<file path="src/rtl/bram_frame_reader.sv">
// -----------------------------------------------------------------------------
// bram_frame_reader
//
// Read-side controller for a dual-port BRAM (port B). It accepts a
// (start address, length) command, issues one read per cycle while output
// credit is available, and streams the returned words out on a valid/ready
// interface. The last beat of the frame is marked, and done pulses once per
// frame.
//
// Timing, counted in rising edges after the command-accept edge:
//   - First m_valid appears RD_LAT+1 edges after accept.
//   - A len=0 frame passes through READ and DRAIN without issuing any read,
//     so done rises 2 edges after accept.
//   - done rises one edge after the handshake of the m_last beat.
//
// Credit scheme: used_cnt counts reads issued but not yet popped from the
// output FIFO. Those reads are either still in the BRAM pipe or already
// sitting in the FIFO. A new read is issued only when
// used_cnt - pop < FIFO_DEPTH, so every returned word always has a FIFO
// slot waiting for it.
//
// Optional feature (macro BRAM_FRAME_READER_SUM_EN):
//   defined   : frame_sum is the modulo-2^DATA_W sum of the beats handshaken
//               in the current frame. It clears on accept and holds after done.
//   undefined : frame_sum is tied to 0.
//
// Ports:
//   rd_clk, rd_rst_n       clock, synchronous active-low reset
//   cmd_valid/cmd_ready    command handshake; cmd_addr start word, cmd_len 0..256
//   bram_rd_en/addr/data   BRAM port B; data valid RD_LAT cycles after enable
//   m_valid/m_ready        output stream handshake; m_data, m_last
//   done                   one-cycle frame-completion pulse
//   frame_sum              frame checksum (0 unless the macro is defined)
// -----------------------------------------------------------------------------
module bram_frame_reader #(
    parameter int ADDR_W     = 8,
    parameter int DATA_W     = 32,
    parameter int RD_LAT     = 1,
    parameter int FIFO_DEPTH = 4
) (
    input  logic              rd_clk,
    input  logic              rd_rst_n,
    input  logic              cmd_valid,
    output logic              cmd_ready,
    input  logic [ADDR_W-1:0] cmd_addr,
    input  logic [ADDR_W:0]   cmd_len,
    output logic              bram_rd_en,
    output logic [ADDR_W-1:0] bram_rd_addr,
    input  logic [DATA_W-1:0] bram_rd_data,
    output logic              m_valid,
    input  logic              m_ready,
    output logic [DATA_W-1:0] m_data,
    output logic              m_last,
    output logic              done,
    output logic [DATA_W-1:0] frame_sum
);

    localparam int LEN_W = ADDR_W + 1;
    localparam int PTR_W = $clog2(FIFO_DEPTH);
    localparam int CNT_W = PTR_W + 1;

    typedef enum logic [1:0] {IDLE, READ, DRAIN, DONE} state_t;

    state_t             state, state_n;
    logic [ADDR_W-1:0]  next_addr, issue_addr;
    logic [LEN_W-1:0]   len_q, issue_left, emit_cnt;
    logic [CNT_W-1:0]   used_cnt, used_after_pop, fifo_cnt;
    logic [RD_LAT-1:0]  rd_pipe;
    logic [DATA_W-1:0]  fifo_mem [FIFO_DEPTH];
    logic [PTR_W-1:0]   wr_ptr, rd_ptr;
    logic               accept, issue, push, pop, credit_ok;

    // The oldest bit of the valid pipe lines up with the BRAM data it tracks.
    assign push = rd_pipe[RD_LAT-1];

    assign m_valid = (fifo_cnt != '0);
    assign pop     = m_valid && m_ready;
    assign m_data  = fifo_mem[rd_ptr];
    // emit_cnt only changes on a pop, so m_last stays stable while stalled.
    assign m_last  = m_valid && ((emit_cnt + LEN_W'(1)) == len_q);

    // A pop in this cycle frees its credit in time for this cycle's issue.
    assign used_after_pop = used_cnt - CNT_W'(pop);
    assign credit_ok      = used_after_pop < CNT_W'(FIFO_DEPTH);

    // Reset is synchronous, so ready is also held low while reset is asserted.
    assign cmd_ready = (state == IDLE) && rd_rst_n;
    assign done      = (state == DONE);

    // NOTE: every always_comb output gets a default first; any path that
    // leaves a signal unassigned would otherwise infer a latch.
    always_comb begin
        state_n    = state;
        accept     = 1'b0;
        issue      = 1'b0;
        issue_addr = next_addr;
        case (state)
            IDLE: begin
                if (cmd_valid) begin
                    accept  = 1'b1;
                    state_n = READ;
                    // The first read goes out in the cycle right after accept.
                    if (cmd_len != '0) begin
                        issue      = 1'b1;
                        issue_addr = cmd_addr;
                    end
                end
            end
            READ: begin
                if (issue_left == '0) begin
                    state_n = DRAIN;
                end else if (credit_ok) begin
                    issue = 1'b1;
                end
            end
            DRAIN: begin
                if (emit_cnt == len_q) begin
                    state_n = DONE;
                end
            end
            DONE:    state_n = IDLE;
            default: state_n = IDLE;
        endcase
    end

    // NOTE: state registers use non-blocking assignments so every flop samples
    // pre-edge values, independent of statement order.
    always_ff @(posedge rd_clk) begin
        if (!rd_rst_n) begin
            state        <= IDLE;
            bram_rd_en   <= 1'b0;
            bram_rd_addr <= '0;
            next_addr    <= '0;
            len_q        <= '0;
            issue_left   <= '0;
            emit_cnt     <= '0;
            used_cnt     <= '0;
            rd_pipe      <= '0;
        end else begin
            state      <= state_n;
            bram_rd_en <= issue;
            // The address register only moves on an issue, so it holds while idle.
            if (issue) begin
                bram_rd_addr <= issue_addr;
                next_addr    <= issue_addr + ADDR_W'(1);
            end
            used_cnt <= used_after_pop + CNT_W'(issue);
            rd_pipe  <= RD_LAT'({rd_pipe, bram_rd_en});
            if (accept) begin
                len_q      <= cmd_len;
                issue_left <= cmd_len - LEN_W'(issue);
                emit_cnt   <= '0;
            end else begin
                if (issue) issue_left <= issue_left - LEN_W'(1);
                if (pop)   emit_cnt   <= emit_cnt + LEN_W'(1);
            end
        end
    end

    // Output FIFO. Push and pop may occur in the same cycle.
    // NOTE: the storage is reset as well; it is only FIFO_DEPTH words, and
    // the reset makes m_data read as 0 out of reset.
    always_ff @(posedge rd_clk) begin
        if (!rd_rst_n) begin
            wr_ptr   <= '0;
            rd_ptr   <= '0;
            fifo_cnt <= '0;
            for (int i = 0; i < FIFO_DEPTH; i++) fifo_mem[i] <= '0;
        end else begin
            if (push) begin
                fifo_mem[wr_ptr] <= bram_rd_data;
                wr_ptr           <= wr_ptr + PTR_W'(1);
            end
            if (pop) rd_ptr <= rd_ptr + PTR_W'(1);
            fifo_cnt <= fifo_cnt + CNT_W'(push) - CNT_W'(pop);
        end
    end

`ifdef BRAM_FRAME_READER_SUM_EN
    logic [DATA_W-1:0] sum_q;

    always_ff @(posedge rd_clk) begin
        if (!rd_rst_n)  sum_q <= '0;
        else if (accept) sum_q <= '0;
        else if (pop)    sum_q <= sum_q + m_data;
    end

    assign frame_sum = sum_q;
`else
    assign frame_sum = '0;
`endif

    // A length above 2^ADDR_W words is not a legal command.
    cmd_len_legal: assert property (@(posedge rd_clk) disable iff (!rd_rst_n)
        (cmd_valid && cmd_ready) |-> (!cmd_len[ADDR_W] || (cmd_len[ADDR_W-1:0] == '0)));

    fifo_no_overflow: assert property (@(posedge rd_clk) disable iff (!rd_rst_n)
        (push && !pop) |-> (fifo_cnt < CNT_W'(FIFO_DEPTH)));

endmodule

</file>
<file path="config.mk">
export PLATFORM = sky130hd
export DESIGN_NAME = bram_frame_reader
export DESIGN_NICKNAME = d
export VERILOG_FILES = /design/src/rtl/bram_frame_reader.sv
export SDC_FILE = /design/constraint.sdc
export NUM_CORES = 1
export LEC_CHECK = 0
export ABC_AREA = 1
export CAP_MARGIN = 20
export CORE_AREA = 2 2 146 148
export DETAILED_ROUTE_END_ITERATION = 10
export DIE_AREA = 0 0 148 150
export GPL_TIMING_DRIVEN = 0
export HOLD_SLACK_MARGIN = 0.03
export PLACE_DENSITY = 0.65
export SLEW_MARGIN = 20
export SYNTH_ARGS = -nofsm -noshare
export SYNTH_HDL_FRONTEND = slang
export SYNTH_SLANG_ARGS = --single-unit
export TNS_END_PERCENT = 1
</file>
<file path="constraint.sdc">
create_clock -name rd_clk -period 3.54 [get_ports rd_clk]
set_input_delay 0.708 -clock rd_clk [delete_from_list [all_inputs] [get_ports rd_clk]]
set_output_delay 0.708 -clock rd_clk [all_outputs]
set_load 0.01 [all_outputs]
</file>
==> impl_metrics.ini <==
[final_layout]
register_area_um2 = 5026
nets = 1228
fillers = 1883
layout.cells.non_filler = 1446
final_common_cell = nor2_1
diodes = 0
area_growth_pct = 24.34
multiInputGateArea_um2 = 3319
layout_common_cells = nor2_1 (239), edfxtp_1 (128), inv_1 (119)
drive_above_1_share_pct = 10.76

[global_route]
grt_pass1_wl_um = 33910
grt_pass1_vias = 6626
grt.overflow.total = 0
antenna_found_initial = 0
grt_usage_pct = 19.68
grt_max_degree = 22

[power]
peakVddDrop_uv = 450.7
swShare_pct = 36.79
power.total_mw = 7.477
switchingPower_mw = 2.750
p_clk_share_pct = 25.8
powerDensity_nw_per_um2 = 662.0
p_int_mw = 4.726
combPwrFrac_pct = 36.4
leakage_nw = 4.596
power.share.sequential_pct = 37.7

[timing]
rsz0062_at_grt = yes
max_slew_margin_pct = 51.62
final_max_slew_viol_count = 0
fin_crit_ns = 3.419
finalCritPeriodShare_pct = 96.58
tns_ns = 0
hold_viol_final = 0
setup_viol = 0
clock.fmax_mhz = 292.5
fin_skew_ns = 0.01073
whs_ns = 0.4701
tightest_slew_ns = 0.7230

[floorplan]
ioPinCount = 130
dieArea_um2 = 22200
rows = 53
fp.dieW_um = 148
floorplan.initialDensity_pct = 43.90
core_um2 = 20690
die_y_um = 150

[route]
vias = 7133
firstDrtPassIters = 5
vias_per_cell = 4.933
post_drt_wl_per_cell_um = 15.04
drtIter0Drc = 506
finalWirelength_um = 21740
antenna_left = 0
drc_errors = 0

[place]
gp_congestion = 0.9092
dp.cells = 1414
dp_hpwl_um = 14770
io_buffers = 97

[setup_path]
worstPathRequired_ns = 2.83
critPathCapture = cmd_ready
r2r-start = fifo_cnt[1]
end_kind = output port
criticalPathCategory = input port to output port
crit_path_max_incr_delay_ns = 0.60
reg2reg_setup_slack_ns = 0.28
arrival_ns = 2.71
worstRegToRegCells = 18
path_buf_inv = 5
cp_num_cells = 6
worstPathMaxFanout = 10
startpoint_type = input port
crit_path_start = rd_rst_n
crit_family = buffers and inverters
worstPathCellList = clkdlybuf4s50_1 > clkbuf_2 > clkbuf_2 > nand2_1 > inv_1 > clkdlybuf4s50_1
crit_slowest_cell = clkdlybuf4s50_1
timing.rr.end = issue_left[8]

[synthesis]
synth_cells = 1007
syn_avg_cell_area_um2 = 9.021
ys_warn_count = 0
seq_area_frac_synth_pct = 55.32
ys_ff_latch = 187
synth.distinct_cells = 44
synth_area_um2 = 9084

[clock_tree]
clock-root-buffer = clkbuf_16
insertion_delay_ns = 0.44
clkTransAtPathRegs_ns = 0.08
cts_buffers = 17
cts_tree = built
h-tree-depth = 4
cts_sinks = 187
clock_path_buffers = 2

[worst_hold_path]
hold_class = register to register

[run]
maxCapViolCount = 0

[run_status]
status = complete, no violations
synth_stat cells, drive strengths merged:
library cell,number,area (um2)
nor2,247,978.4
edfxtp,128,3844
inv,125,474.2
o21ai,101,505.5
nand2,91,461.7
dfxtp,59,1181
buf,45,311.5
a21oi,38,190.2
o22ai,34,212.7
nand3,33,165.2
clkbuf,32,120.1
ha,16,200.2
nor3,12,65.06
xor2,12,105.1
xnor2,8,70.07
o211ai,4,30.03
a211oi,3,27.52
nand4,3,18.77
and3,2,12.51
o31ai,2,15.01
or2,2,12.51
a221oi,1,8.760
clkinv,1,3.750
conb,1,3.750
fa,1,20.02
nand3b,1,7.510
nor4,1,6.260
o21a,1,7.510
o21bai,1,7.510
o221ai,1,8.760
o311ai,1,8.760
sequential cells by signal, summed over array words and instances, names as in the netlist, named ones only:
register	count
rd_ptr	2
fifo_mem	128
used_cnt	3
issue_left	9
bram_rd_addr	8
emit_cnt	9
fifo_cnt	3
bram_rd_en	1
next_addr	8
len_q	9
state	2
wr_ptr	2
push	1
power by group through the flow:
stage / clock (mW) / combinational [mW] / sequential [mW]
after CTS: 1.95 / 2.72 / 2.81
after floorplan: 0 / 1.68 / 2.83
after global routing: 2.05 / 3.03 / 2.85
final: 1.93 / 2.72 / 2.82
after detailed placement: 0 / 2.71 / 2.85
after global placement: 0 / 2.64 / 2.86
logic make-up after synthesis:
| logic type | synth area share (%) |
|---|---|
| simple gates | 19.02 |
| compound gates | 11.25 |
| other cells | 0.04128 |
| xor+xnor | 1.928 |
| buf+inv | 10.01 |
| flops | 55.32 |
| fa+ha+maj | 2.424 |
metal layers:
| layer | track usage [%] | wire [um] | vias to the layer above |
|---|---|---|---|
| met3 | 2.835 | 1163 | 22 |
| met1 | 26.27 | 9682 | 3342 |
| met2 | 33.33 | 10600 | 201 |
| li1 | - | - | 3568 |
| met5 | 0 | 0 | - |
| met4 | 5.952 | 294 | 0 |
worst min-delay path, delay by kind of cell (launching register included):
kind	cells	cell delay, ns
AOI/OAI and AO/OA	1	0.05
and+or+nand+nor	1	0.06
DFF	1	0.32
cell type report:
class,instances,share of cell area (%)
clock buffers,17,3.766
well taps,275,3.046
plain buffers,75,3.789
repair buffers,103,9.704
multi-input cells,648,29.39
inverters,126,4.265
flip-flops and latches,187,44.50
clock inverters,15,1.540
how the worst min path moves through the flow:
stage                     from         endpoint  slack, ns  cells past startpoint
2_1_floorplan        rd_ptr[1]         register       0.44                      2
3_3_place_gp   bram_rd_addr[1]  bram_rd_addr[1]       0.45                      2
3_5_place_dp   bram_rd_addr[1]  bram_rd_addr[1]       0.45                      2
4_1_cts        bram_rd_addr[7]  bram_rd_addr[7]       0.47                      2
5_1_grt        bram_rd_addr[7]  bram_rd_addr[7]       0.49                      2
6_report       bram_rd_addr[7]  bram_rd_addr[7]       0.47                      2
stage by stage:
stage,worst slack [ns],area [um2],util [%]
floorplan,0.2319,9200,-
global placement,-1.658,10520,50.82
detailed placement,-0.7392,10660,51.53
CTS,-0.03040,11260,54.43
global route,-0.01121,11290,54.59
finish,0.1212,11290,54.59
what timing repair did:
| item | in CTS | in global routing |
|---|---|---|
| setup buffers | 0 | 2 |
| hold buffers | 0 | 0 |
| endpoints found under the setup margin | 6 | 29 |
| pin swaps | 0 | 1 |
| resized for setup | 3 | 6 |
No activity file was read; power rests on OpenSTA's default activity.
